## src/rtl/checker_ctlif_mc_pkg.sv

```systemverilog
// Shared encodings for the multi-channel checker control interface:
// channel states, engine mode codes, CSR register map and STAT/CTRL bit positions.
package checker_ctlif_mc_pkg;

    typedef enum logic [1:0] {
        ST_IDLE = 2'd0,
        ST_RUN  = 2'd1,
        ST_WAIT = 2'd2,
        ST_ACK  = 2'd3
    } chan_state_t;

    typedef enum logic [1:0] {
        MODE_SINGLE = 2'd0,
        MODE_AUTO   = 2'd1,
        MODE_READ   = 2'd2,
        MODE_DUMMY  = 2'd3
    } mode_t;

    localparam logic [5:0] REG_ADDR_LO   = 6'd0;
    localparam logic [5:0] REG_ADDR_HI   = 6'd1;
    localparam logic [5:0] REG_STAT      = 6'd2;
    localparam logic [5:0] REG_CTRL      = 6'd3;
    localparam logic [5:0] REG_DATA_LO   = 6'd4;
    localparam logic [5:0] REG_DATA_HI   = 6'd5;
    localparam logic [5:0] REG_TMO_LIMIT = 6'd6;
    localparam logic [5:0] REG_TMO_COUNT = 6'd7;

    localparam logic [3:0] GLOBAL_PAGE = 4'hF;
    localparam logic [5:0] REG_GSTAT   = 6'd0;

    localparam int STAT_END     = 0;
    localparam int STAT_ERROR   = 1;
    localparam int STAT_IRQ     = 2;
    localparam int STAT_TIMEOUT = 3;

    localparam int CTRL_IRQ_EN  = 0;
    localparam int CTRL_MODE_LO = 1;
    localparam int CTRL_START   = 3;

endpackage

```

## src/rtl/checker_ctlif_mc_chan.sv

```systemverilog
// One checker channel: run/irq-handshake FSM, CSR registers, event flags and watchdog.
// Watchdog registers exist only when CHECKER_CTLIF_MC_TIMEOUT_EN is defined.
//
// state   | meaning
// IDLE    | engine stopped, configuration writable
// RUN     | engine running, watchdog counting
// WAIT    | engine raised irq, waiting for software to clear STAT.irq
// ACK     | one-cycle acknowledge pulse to the engine, then back to RUN
module checker_ctlif_mc_chan
    import checker_ctlif_mc_pkg::*;
#(
    parameter int ADDR_W = 64,
    parameter int TMO_W  = 16
) (
    input  logic              sys_clk,
    input  logic              sys_rst,
    input  logic              wr_en,
    input  logic [5:0]        reg_sel,
    input  logic [31:0]       wdata,
    output logic [31:0]       rdata,
    output logic [1:0]        mode_mode,
    output logic              mode_start,
    output logic [ADDR_W-1:0] mode_addr,
    input  logic              mode_end,
    input  logic [63:0]       mode_data,
    input  logic              mode_irq,
    output logic              mode_ack,
    input  logic              mode_error,
    output logic              pending
);

    chan_state_t      state;
    mode_t            mode_q;
    logic             start_q;
    logic             irq_en_q;
    logic [3:0]       ev_q;
    logic [3:0]       ev_set;
    logic [3:0]       ev_clr;
    logic [TMO_W-1:0] tmo_limit;
    logic [TMO_W-1:0] tmo_cnt;
    logic             tmo_hit;
    logic [63:0]      addr64;
    logic             is_idle;
    logic             wr_addr_lo;
    logic             wr_addr_hi;
    logic             wr_stat;
    logic             wr_ctrl;

    assign is_idle    = (state == ST_IDLE);
    assign wr_addr_lo = wr_en && (reg_sel == REG_ADDR_LO);
    assign wr_addr_hi = wr_en && (reg_sel == REG_ADDR_HI);
    assign wr_stat    = wr_en && (reg_sel == REG_STAT);
    assign wr_ctrl    = wr_en && (reg_sel == REG_CTRL);
    assign addr64     = 64'(mode_addr);
    assign tmo_hit    = (tmo_limit != '0) && (tmo_cnt == tmo_limit);

    assign mode_mode  = mode_q;
    assign mode_start = start_q;
    assign pending    = (|ev_q) && irq_en_q;

    // RUN exit priority is resolved here once; the FSM only follows ev_set.
    always_comb begin
        ev_set = '0;
        ev_clr = '0;
        if (state == ST_RUN) begin
            if (mode_end)
                ev_set[STAT_END] = 1'b1;
            else if (!start_q)
                ev_set = '0;
            else if (mode_error)
                ev_set[STAT_ERROR] = 1'b1;
            else if (tmo_hit)
                ev_set[STAT_TIMEOUT] = 1'b1;
            else if (mode_irq)
                ev_set[STAT_IRQ] = 1'b1;
        end
        if ((state == ST_WAIT) && !start_q)
            ev_clr[STAT_IRQ] = 1'b1;
        if (wr_stat && (is_idle || (state == ST_WAIT)))
            ev_clr = ev_clr | wdata[3:0];
    end

    always_ff @(posedge sys_clk or posedge sys_rst) begin
        if (sys_rst) begin
            state     <= ST_IDLE;
            start_q   <= 1'b0;
            mode_q    <= MODE_SINGLE;
            irq_en_q  <= 1'b0;
            ev_q      <= '0;
            mode_addr <= '0;
            mode_ack  <= 1'b0;
        end else begin
            mode_ack <= 1'b0;
            case (state)
                ST_IDLE: begin
                    if (start_q)
                        state <= ST_RUN;
                end
                ST_RUN: begin
                    if (ev_set[STAT_END] || ev_set[STAT_ERROR] || ev_set[STAT_TIMEOUT]) begin
                        state   <= ST_IDLE;
                        start_q <= 1'b0;
                    end else if (!start_q) begin
                        state <= ST_IDLE;
                    end else if (ev_set[STAT_IRQ]) begin
                        state <= ST_WAIT;
                    end
                end
                ST_WAIT: begin
                    if (!start_q) begin
                        state <= ST_IDLE;
                    end else if (!ev_q[STAT_IRQ]) begin
                        state    <= ST_ACK;
                        mode_ack <= 1'b1;
                    end
                end
                ST_ACK: state <= ST_RUN;
                default: state <= ST_IDLE;
            endcase

            // Software start write lands after the FSM so it overrides a same-cycle clear.
            if (wr_ctrl) begin
                start_q <= wdata[CTRL_START];
                if (is_idle) begin
                    mode_q   <= mode_t'(wdata[CTRL_MODE_LO +: 2]);
                    irq_en_q <= wdata[CTRL_IRQ_EN];
                end
            end
            if (wr_addr_lo && is_idle)
                mode_addr <= ADDR_W'({addr64[63:32], wdata});
            if (wr_addr_hi && is_idle)
                mode_addr <= ADDR_W'({wdata, addr64[31:0]});

            ev_q <= (ev_q & ~ev_clr) | ev_set;
        end
    end

`ifdef CHECKER_CTLIF_MC_TIMEOUT_EN
    logic wr_tmo_limit;
    assign wr_tmo_limit = wr_en && (reg_sel == REG_TMO_LIMIT);

    always_ff @(posedge sys_clk or posedge sys_rst) begin
        if (sys_rst) begin
            tmo_limit <= '0;
            tmo_cnt   <= '0;
        end else begin
            if (wr_tmo_limit && is_idle)
                tmo_limit <= TMO_W'(wdata);
            if (is_idle && start_q)
                tmo_cnt <= '0;
            else if ((state == ST_RUN) && !tmo_hit && (tmo_cnt != '1))
                tmo_cnt <= tmo_cnt + TMO_W'(1);
        end
    end
`else
    assign tmo_limit = '0;
    assign tmo_cnt   = '0;
`endif

    always_comb begin
        rdata = '0;
        case (reg_sel)
            REG_ADDR_LO:   rdata = addr64[31:0];
            REG_ADDR_HI:   rdata = addr64[63:32];
            REG_STAT:      rdata = {28'd0, ev_q};
            REG_CTRL:      rdata = {28'd0, start_q, mode_q, irq_en_q};
            REG_DATA_LO:   rdata = mode_data[31:0];
            REG_DATA_HI:   rdata = mode_data[63:32];
            REG_TMO_LIMIT: rdata = 32'(tmo_limit);
            REG_TMO_COUNT: rdata = 32'(tmo_cnt);
            default:       rdata = '0;
        endcase
    end

endmodule

```

## src/rtl/checker_ctlif_mc.sv

```systemverilog
// CSR window onto NCHAN checker channels: bank/channel decode, registered read mux,
// GSTAT and the aggregated irq. Watchdog support: define CHECKER_CTLIF_MC_TIMEOUT_EN.
module checker_ctlif_mc
    import checker_ctlif_mc_pkg::*;
#(
    parameter logic [3:0] csr_addr = 4'h0,
    parameter int          NCHAN    = 2,
    parameter int          ADDR_W   = 64,
    parameter int          TMO_W    = 16
) (
    input  logic                     sys_clk,
    input  logic                     sys_rst,
    input  logic [13:0]              csr_a,
    input  logic                     csr_we,
    input  logic [31:0]              csr_di,
    output logic [31:0]              csr_do,
    output logic [2*NCHAN-1:0]       mode_mode,
    output logic [NCHAN-1:0]         mode_start,
    output logic [ADDR_W*NCHAN-1:0]  mode_addr,
    input  logic [NCHAN-1:0]         mode_end,
    input  logic [64*NCHAN-1:0]      mode_data,
    input  logic [NCHAN-1:0]         mode_irq,
    output logic [NCHAN-1:0]         mode_ack,
    input  logic [NCHAN-1:0]         mode_error,
    output logic                     irq
);

    logic        sel;
    logic [3:0]  chan_idx;
    logic [5:0]  reg_idx;
    logic [31:0] rd_mux;
    logic [31:0] chan_rdata [NCHAN];
    logic [NCHAN-1:0] pending;

    assign sel      = (csr_a[13:10] == csr_addr);
    assign chan_idx = csr_a[9:6];
    assign reg_idx  = csr_a[5:0];

    for (genvar i = 0; i < NCHAN; i++) begin : g_chan
        checker_ctlif_mc_chan #(
            .ADDR_W (ADDR_W),
            .TMO_W  (TMO_W)
        ) u_chan (
            .sys_clk    (sys_clk),
            .sys_rst    (sys_rst),
            .wr_en      (sel && csr_we && (chan_idx == 4'(i))),
            .reg_sel    (reg_idx),
            .wdata      (csr_di),
            .rdata      (chan_rdata[i]),
            .mode_mode  (mode_mode[2*i +: 2]),
            .mode_start (mode_start[i]),
            .mode_addr  (mode_addr[ADDR_W*i +: ADDR_W]),
            .mode_end   (mode_end[i]),
            .mode_data  (mode_data[64*i +: 64]),
            .mode_irq   (mode_irq[i]),
            .mode_ack   (mode_ack[i]),
            .mode_error (mode_error[i]),
            .pending    (pending[i])
        );
    end

    // Channel pages at or above NCHAN (other than the global page) fall through to 0.
    always_comb begin
        rd_mux = '0;
        if (chan_idx == GLOBAL_PAGE) begin
            if (reg_idx == REG_GSTAT)
                rd_mux = 32'(pending);
        end else begin
            for (int i = 0; i < NCHAN; i++) begin
                if (chan_idx == 4'(i))
                    rd_mux = chan_rdata[i];
            end
        end
    end

    always_ff @(posedge sys_clk or posedge sys_rst) begin
        if (sys_rst)
            csr_do <= '0;
        else
            csr_do <= sel ? rd_mux : 32'd0;
    end

    assign irq = |pending;

endmodule

```

## config.mk

```make
export PLATFORM = sky130hd
export DESIGN_NAME = checker_ctlif_mc
export DESIGN_NICKNAME = d
export VERILOG_FILES = /design/src/rtl/checker_ctlif_mc_pkg.sv /design/src/rtl/checker_ctlif_mc_chan.sv /design/src/rtl/checker_ctlif_mc.sv
export SDC_FILE = /design/constraint.sdc
export NUM_CORES = 1
export LEC_CHECK = 0
export BUFFER_PORTS_ARGS = -buffer_cell sky130_fd_sc_hd__buf_2
export CORE_AREA = 2 2 135 137
export DETAILED_ROUTE_END_ITERATION = 6
export DIE_AREA = 0 0 137 139
export PLACE_DENSITY_LB_ADDON = 0.2
export SLEW_MARGIN = 15
export SYNTH_ARGS = -nofsm -noshare
export SYNTH_HDL_FRONTEND = slang
export SYNTH_SLANG_ARGS = --single-unit
```

## constraint.sdc

```tcl
create_clock -name sys_clk -period 15.7 [get_ports sys_clk]
set_input_delay 0.785 -clock sys_clk [delete_from_list [all_inputs] [get_ports sys_clk]]
set_output_delay 0.785 -clock sys_clk [all_outputs]
set_load 0.01 [all_outputs]
```

-- Word level (Yosys, flattened, before mapping)
Cells that the tools add are included.
W data, S select, Z words.
- register bits after elaboration: 182
- input port bits: 183
- output and inout bits: 169
- equal/unequal tests: 19
- mux-type cells: 55
- bitwise logic cells: 10
- reductions and logical operators: 49
- operators by type and width (cell ; count):
    $pmux W32 S6 ; 2
    $mux W32 ; 6
    $mux W64 ; 2
    $mux W2 ; 13
    $mux W1 ; 22
    $logic_and A1 B1 Y1 ; 21
    $mux W4 ; 4
    $pmux W2 S4 ; 2
    $eq A6 B2 Y1 const B ; 2
    $eq A6 B3 Y1 const B ; 2
    $mux W3 ; 4
    $reduce_and A2 Y1 ; 6
    $and A4 B4 Y4 ; 2
    $eq A2 B2 Y1 const B ; 4
    $logic_not A4 Y1 ; 2
    $ne A4 B4 Y1 const B ; 2
    $not A4 Y4 ; 2
    $or A3 B4 Y4 ; 2
    $or A4 B4 Y4 ; 2
    $reduce_bool A2 Y1 ; 4
    $reduce_or A4 Y1 ; 2
    $eq A6 B1 Y1 const B ; 1
    $logic_not A6 Y1 ; 1
    $logic_or A1 B1 Y1 ; 6
    10 further kinds ; 17

-- Logic depth before layout (Yosys ltp)
- word-level depth: 10
- depth in mapped cells: 7
- mapped depth without buffers: 7

-- Hierarchy
A second synthesis with hierarchy kept.
- cells, all modules: 792
- area total of the unflattened synthesis: 9808.2 µm²
- modules (own cells, without submodules) (module ; instances ; cells each ; area each (µm²)):
    checker_ctlif_mc_chan ; 2 ; 335 ; 4136.5
    checker_ctlif_mc ; 1 ; 122 ; 1535.2

-- Worst setup path before layout
OpenSTA, ideal clock, no wires.
- path kind: input to register
- start: input csr_a[6]
- end: register g_chan[1].u_chan.mode_addr[10]
- setup time: 0.125 ns
- data arrival time: 2.473 ns
- setup slack: 13.102 ns
- stages: 6
- buffers on the path: 2
- cell sequence: clkbuf_1 -> nor4b_2 -> nand4_1 -> nor2_1 -> buf_2 -> mux2_2
- word-level cells in the longest chain between the ends: 6
- elaborated cells on any way between the ends: 8
- those cells by class: 1 x eq/ne; 1 x bitwise; 6 x reduce/logical
- ends and longest elaborated chain (item ; line ; text):
    from (decl) ; checker_ctlif_mc.sv:13 ; input logic [13:0] csr_a,
    $eq A4 B1 Y1 * ; checker_ctlif_mc.sv:46 ; .wr_en (sel && csr_we && (chan_idx == 4'(i))),
    $logic_and A1 B1 Y1 * ; checker_ctlif_mc.sv:46 ;
    $logic_and A1 B1 Y1 ; checker_ctlif_mc_chan.sv:51 ; assign wr_addr_hi = wr_en && (reg_sel == REG_ADDR_HI);
    $logic_and A1 B1 Y1 ; checker_ctlif_mc_chan.sv:131 ; if (wr_addr_hi && is_idle)
    $not A1 Y1 (no line) ; n/a ;
    $reduce_and A2 Y1 (no line) * ; n/a ;
    to (signal assigned) ; checker_ctlif_mc_chan.sv:130 ; mode_addr <= ADDR_W'({addr64[63:32], wdata});
    to (signal assigned) ; checker_ctlif_mc_chan.sv:132 ; mode_addr <= ADDR_W'({wdata, addr64[31:0]});
    to (decl) ; checker_ctlif_mc_chan.sv:23 ; output logic [ADDR_W-1:0] mode_addr,
Every way passes the cells marked *; elsewhere a longest branch is shown, timed or not.
A chain may end at the register's enable or synchronous reset.

-- Final worst setup path
- start: input csr_a[6]
- end: register g_chan[1].u_chan.mode_addr[20]
Same word-level chain as after synthesis.

==> metrics.md <==
| Metric | Value |
|---|---|
| Outcome | finished with violations |
| Failing checks | design-rule violations |
| Ys async rst share | 100% |
| Static Leak | 0.00579 uW |
| Slew Limit Fails | 0 |
| CTS H-Tree Depth | 4 |
| Period Utilization, post-route | roughly 23% |
| Crit Path Category | input pin to flip-flop |
| Finished Layout Cells | between 1000 and 1500 |
| Slew HR | between 10% and 20% |
| Minimum clock period | between 3 and 4 ns |
| Post-route DRC | 20 |
| Clock Path Buffers | 2 |
| Core ar. | around 18000 um^2 |
| Crit-path cells | buf_2 -> nor4b_4 -> buf_4 -> nand4_1 -> nor2_4 -> mux2_2 |
| Syn Inst Count | 690 |
| Worst-Margin Slew | approximately 1.2 ns |
| Critical Path RT | about 16 ns |
| # fillers | 1494 |
| FF/Latch Area | between 4000 and 5000 um^2 |
| CTS resizes | 0 |
| RSZ-0062 raised after global routing | false |
| Final ANT Viol Nets | 0 |
| CP arrival | roughly 4 ns |
| HPWL after DPL | around 19 mm |
| Final net count | between 1000 and 1500 |
| HP Class | flip-flop to flip-flop |
| Power Density | between 80 and 90 nW/um^2 |
| Post CTS Setup Buffer Count | 0 |
| Die X | between 100 and 150 um |
| Die Height | roughly 140 um |
| Yosys reg bits | 182 |
| Synth warn | 0 |
| Initial antenna violation count | 3 |
| Most used DFF post-synth | dfrtp_1 |
| Synthesis-to-finish area growth | 29.1% |
| Busiest grt layer | met2 |
| Die area | 19000 um^2 |
| Hold_buf cts | 0 |
| Final hold violation count | 0 |
| Synth Area per Inst | between 10 and 15 um^2 |
| Routed WL | roughly 28 mm |
| Vias | about 7700 |
| Multi-input gate area | between 3000 and 4000 um^2 |
| # rows | just under 50 |
| Syn Nets | 879 |
| Share of layout cells above drive strength 1 | a little over half |
| Global routing usage on met2 | about 46% |
| Number of global-route vias before repair | 7481 |
| Crit path capture type | flip-flop |
| Critical Path Source Type | input pin |
| Met3 usage | between 5 and 6% |
| MaxCap Viol Count | 0 |
| Num CTS Buffers | 17 |
| Placer Congestion | 0.907 |
| Clk_skew | roughly 0.011 ns |
| Reg2Reg Depth | 5 |
| Vias per cell | a little over 6 |
| Iter 0 DRT Violations | approximately 950 |
| First-pass GRT wire length | between 40 and 50 mm |
| Finished Cell Area | approximately 11000 um^2 |
| DP Cell Count | between 1000 and 1500 |
| CTS clk-pin slew, worst paths | 0.07 ns |
| Sum of negative setup slack | 0 ns |
| Hold Path Depth | 1 |
| Post-synthesis sequential area ratio | between 50% and 60% |
| Max IR drop VDD | slightly below 0.00008 V |
| Initial Util | 48.3% |
| Post-synth EDFFs | 0 |
| Worst path max stage delay | approximately 0.9 ns |
| # port buffers | ~350 |
| Root buffer cell | clkbuf_16 |
| Placed Area | approximately 10000 um^2 |
| CP max stage cell | nor2_4 |
| Overall Global Routing Usage | between 20 and 30% |
| Met1 Track Usage GR | between 30 and 40% |
| Gr ovfl total | 0 |
| Setup Viol. Count Final | 0 |
| Largest net degree at the start of global routing | 110 |
| TritonRoute pass-1 iters | 7 |
| CP Max Fanout | 35 |
| Num ports | about 350 |
| TritonCTS sink count | roughly 180 |
| Netlist cell types | 50 |
| Highest clock rate | around 280 MHz |
| Worst skew pair latency | 0.43 ns |
| CTS tree | done |
| Routed len/inst | 22.4 um |
| Mapped Area | ~8500 um^2 |
[Yosys cell counts, types with 3 or more instances]
master / n / area share (%)
a21oi_1: 44 / 2.6
a221oi_1: 3 / 0.31
and3_1: 4 / 0.29
a31oi_1: 18 / 1.3
a22oi_1: 3 / 0.26
nor2_1: 15 / 0.66
mux4_2: 4 / 1.1
buf_6: 3 / 0.40
o41ai_1: 3 / 0.31
buf_2: 15 / 0.88
buf_4: 4 / 0.35
nand2_1: 50 / 2.2
mux2_2: 137 / 18
nand4_1: 4 / 0.29
a31o_2: 8 / 0.82
inv_1: 10 / 0.44
ha_1: 6 / 0.88
o31ai_1: 3 / 0.26
a21o_1: 16 / 1.4
nand3_1: 7 / 0.41
a222oi_1: 56 / 6.6
nor3_1: 5 / 0.29
clkbuf_1: 34 / 1.5
dfrtp_1: 182 / 53
o21ai_0: 10 / 0.59
a22o_1: 4 / 0.41
nor4_1: 4 / 0.29
a31o_1: 5 / 0.51
[flip-flops by register name, indices dropped and copies added, names as in the netlist]
| name | count |
|---|---|
| g_chan.u_chan.ev_q | 8 |
| csr_do | 32 |
| g_chan.u_chan.mode_addr | 128 |
| g_chan.u_chan.state | 4 |
| g_chan.u_chan.irq_en_q | 2 |
| g_chan.u_chan.mode_ack | 2 |
| g_chan.u_chan.mode_start | 2 |
| g_chan.u_chan.mode_mode | 4 |
[final cells by class]
type / instances / area share [%]
inverters: 10 / 0.386
clock buffers: 17 / 3.86
flip-flops and latches: 182 / 41.3
multi-input cells: 441 / 33.8
well taps: 229 / 2.60
repair buffers: 359 / 16.5
diodes: 3 / 0.0681
clock inverters: 15 / 1.48
[path summary, 6_finish.rpt]
kind	start	end	slack (ns)
worst max-delay path	csr_a[6]	g_chan[1].u_chan.mode_addr[20]	12.07
worst min register to register	g_chan[0].u_chan.mode_addr[34]	g_chan[0].u_chan.mode_addr[34]	0.54
min in group asynchronous	sys_rst	csr_do[27]	0.57
worst min-delay path	g_chan[0].u_chan.mode_addr[34]	g_chan[0].u_chan.mode_addr[34]	0.54
worst max register to register	g_chan[0].u_chan.state[0]	g_chan[0].u_chan.mode_addr[20]	13.16
max in group asynchronous	sys_rst	g_chan[1].u_chan.mode_addr[25]	13.64
[logic make-up (layout without fill, tap and decap cells)]
| kind of cell | Yosys count | after routing | share of synthesized area, % |
|---|---|---|---|
| other | 0 | 3 | 0 |
| buffers and inverters | 67 | 401 | 3.61 |
| DFF | 182 | 182 | 53.4 |
| adders and majority gates | 6 | 6 | 0.879 |
| AOI/OAI and AO/OA | 190 | 190 | 17.0 |
| muxes | 143 | 143 | 19.4 |
| and+or+nand+nor | 102 | 102 | 5.76 |
[worst max-delay path, delay by kind of cell]
family,cells,cell delay [ns]
and+or+nand+nor,3,1.57
buffers and inverters,2,1.13
muxes,1,0.42
[stage by stage]
stage	power (uW)	worst slack [ns]	utilization, %	hold slack [ns]
4_1_cts	988	12.13	62.4	0.536
6_report	984	12.07	62.4	0.536
3_5_place_dp	565	11.65	59.0	0.517
2_1_floorplan	523	9.97	-	0.453
3_3_place_gp	564	11.73	59.0	0.510
5_1_grt	1010	11.94	62.4	0.554
[report_power, final]
| group | switching, uW | internal [uW] | total (uW) |
|---|---|---|---|
| Clock | 202 | 226 | 428 |
| Sequential | 2.76 | 472 | 475 |
| Combinational | 48.8 | 33.0 | 81.9 |
[per-layer routing]
metal	part of all wire (%)	routed length (um)	vias up
li1	-	-	3330
met5	0	0	-
met4	2.8	780	0
met2	49	13700	452
met3	8.4	2370	56
met1	40	11300	3831
[cells in the final DEF (no fill, tap or decap), drive strengths merged, types with 4 or more instances in the layout]
| cell | netlist | layout |
|---|---|---|
| a21o | 16 | 16 |
| a21oi | 44 | 44 |
| a222oi | 56 | 56 |
| a22o | 4 | 4 |
| a31o | 13 | 13 |
| a31oi | 18 | 18 |
| and3 | 4 | 4 |
| buf | 23 | 359 |
| clkbuf | 34 | 17 |
| clkinv | 0 | 5 |
| dfrtp | 182 | 182 |
| ha | 6 | 6 |
| inv | 10 | 18 |
| mux2 | 137 | 137 |
| mux4 | 4 | 4 |
| nand2 | 50 | 50 |
| nand3 | 7 | 7 |
| nand4 | 4 | 4 |
| nor2 | 15 | 15 |
| nor3 | 5 | 5 |
| nor4 | 4 | 4 |
| o21ai | 10 | 10 |
Note: power is estimated with default switching activity, not from simulation.
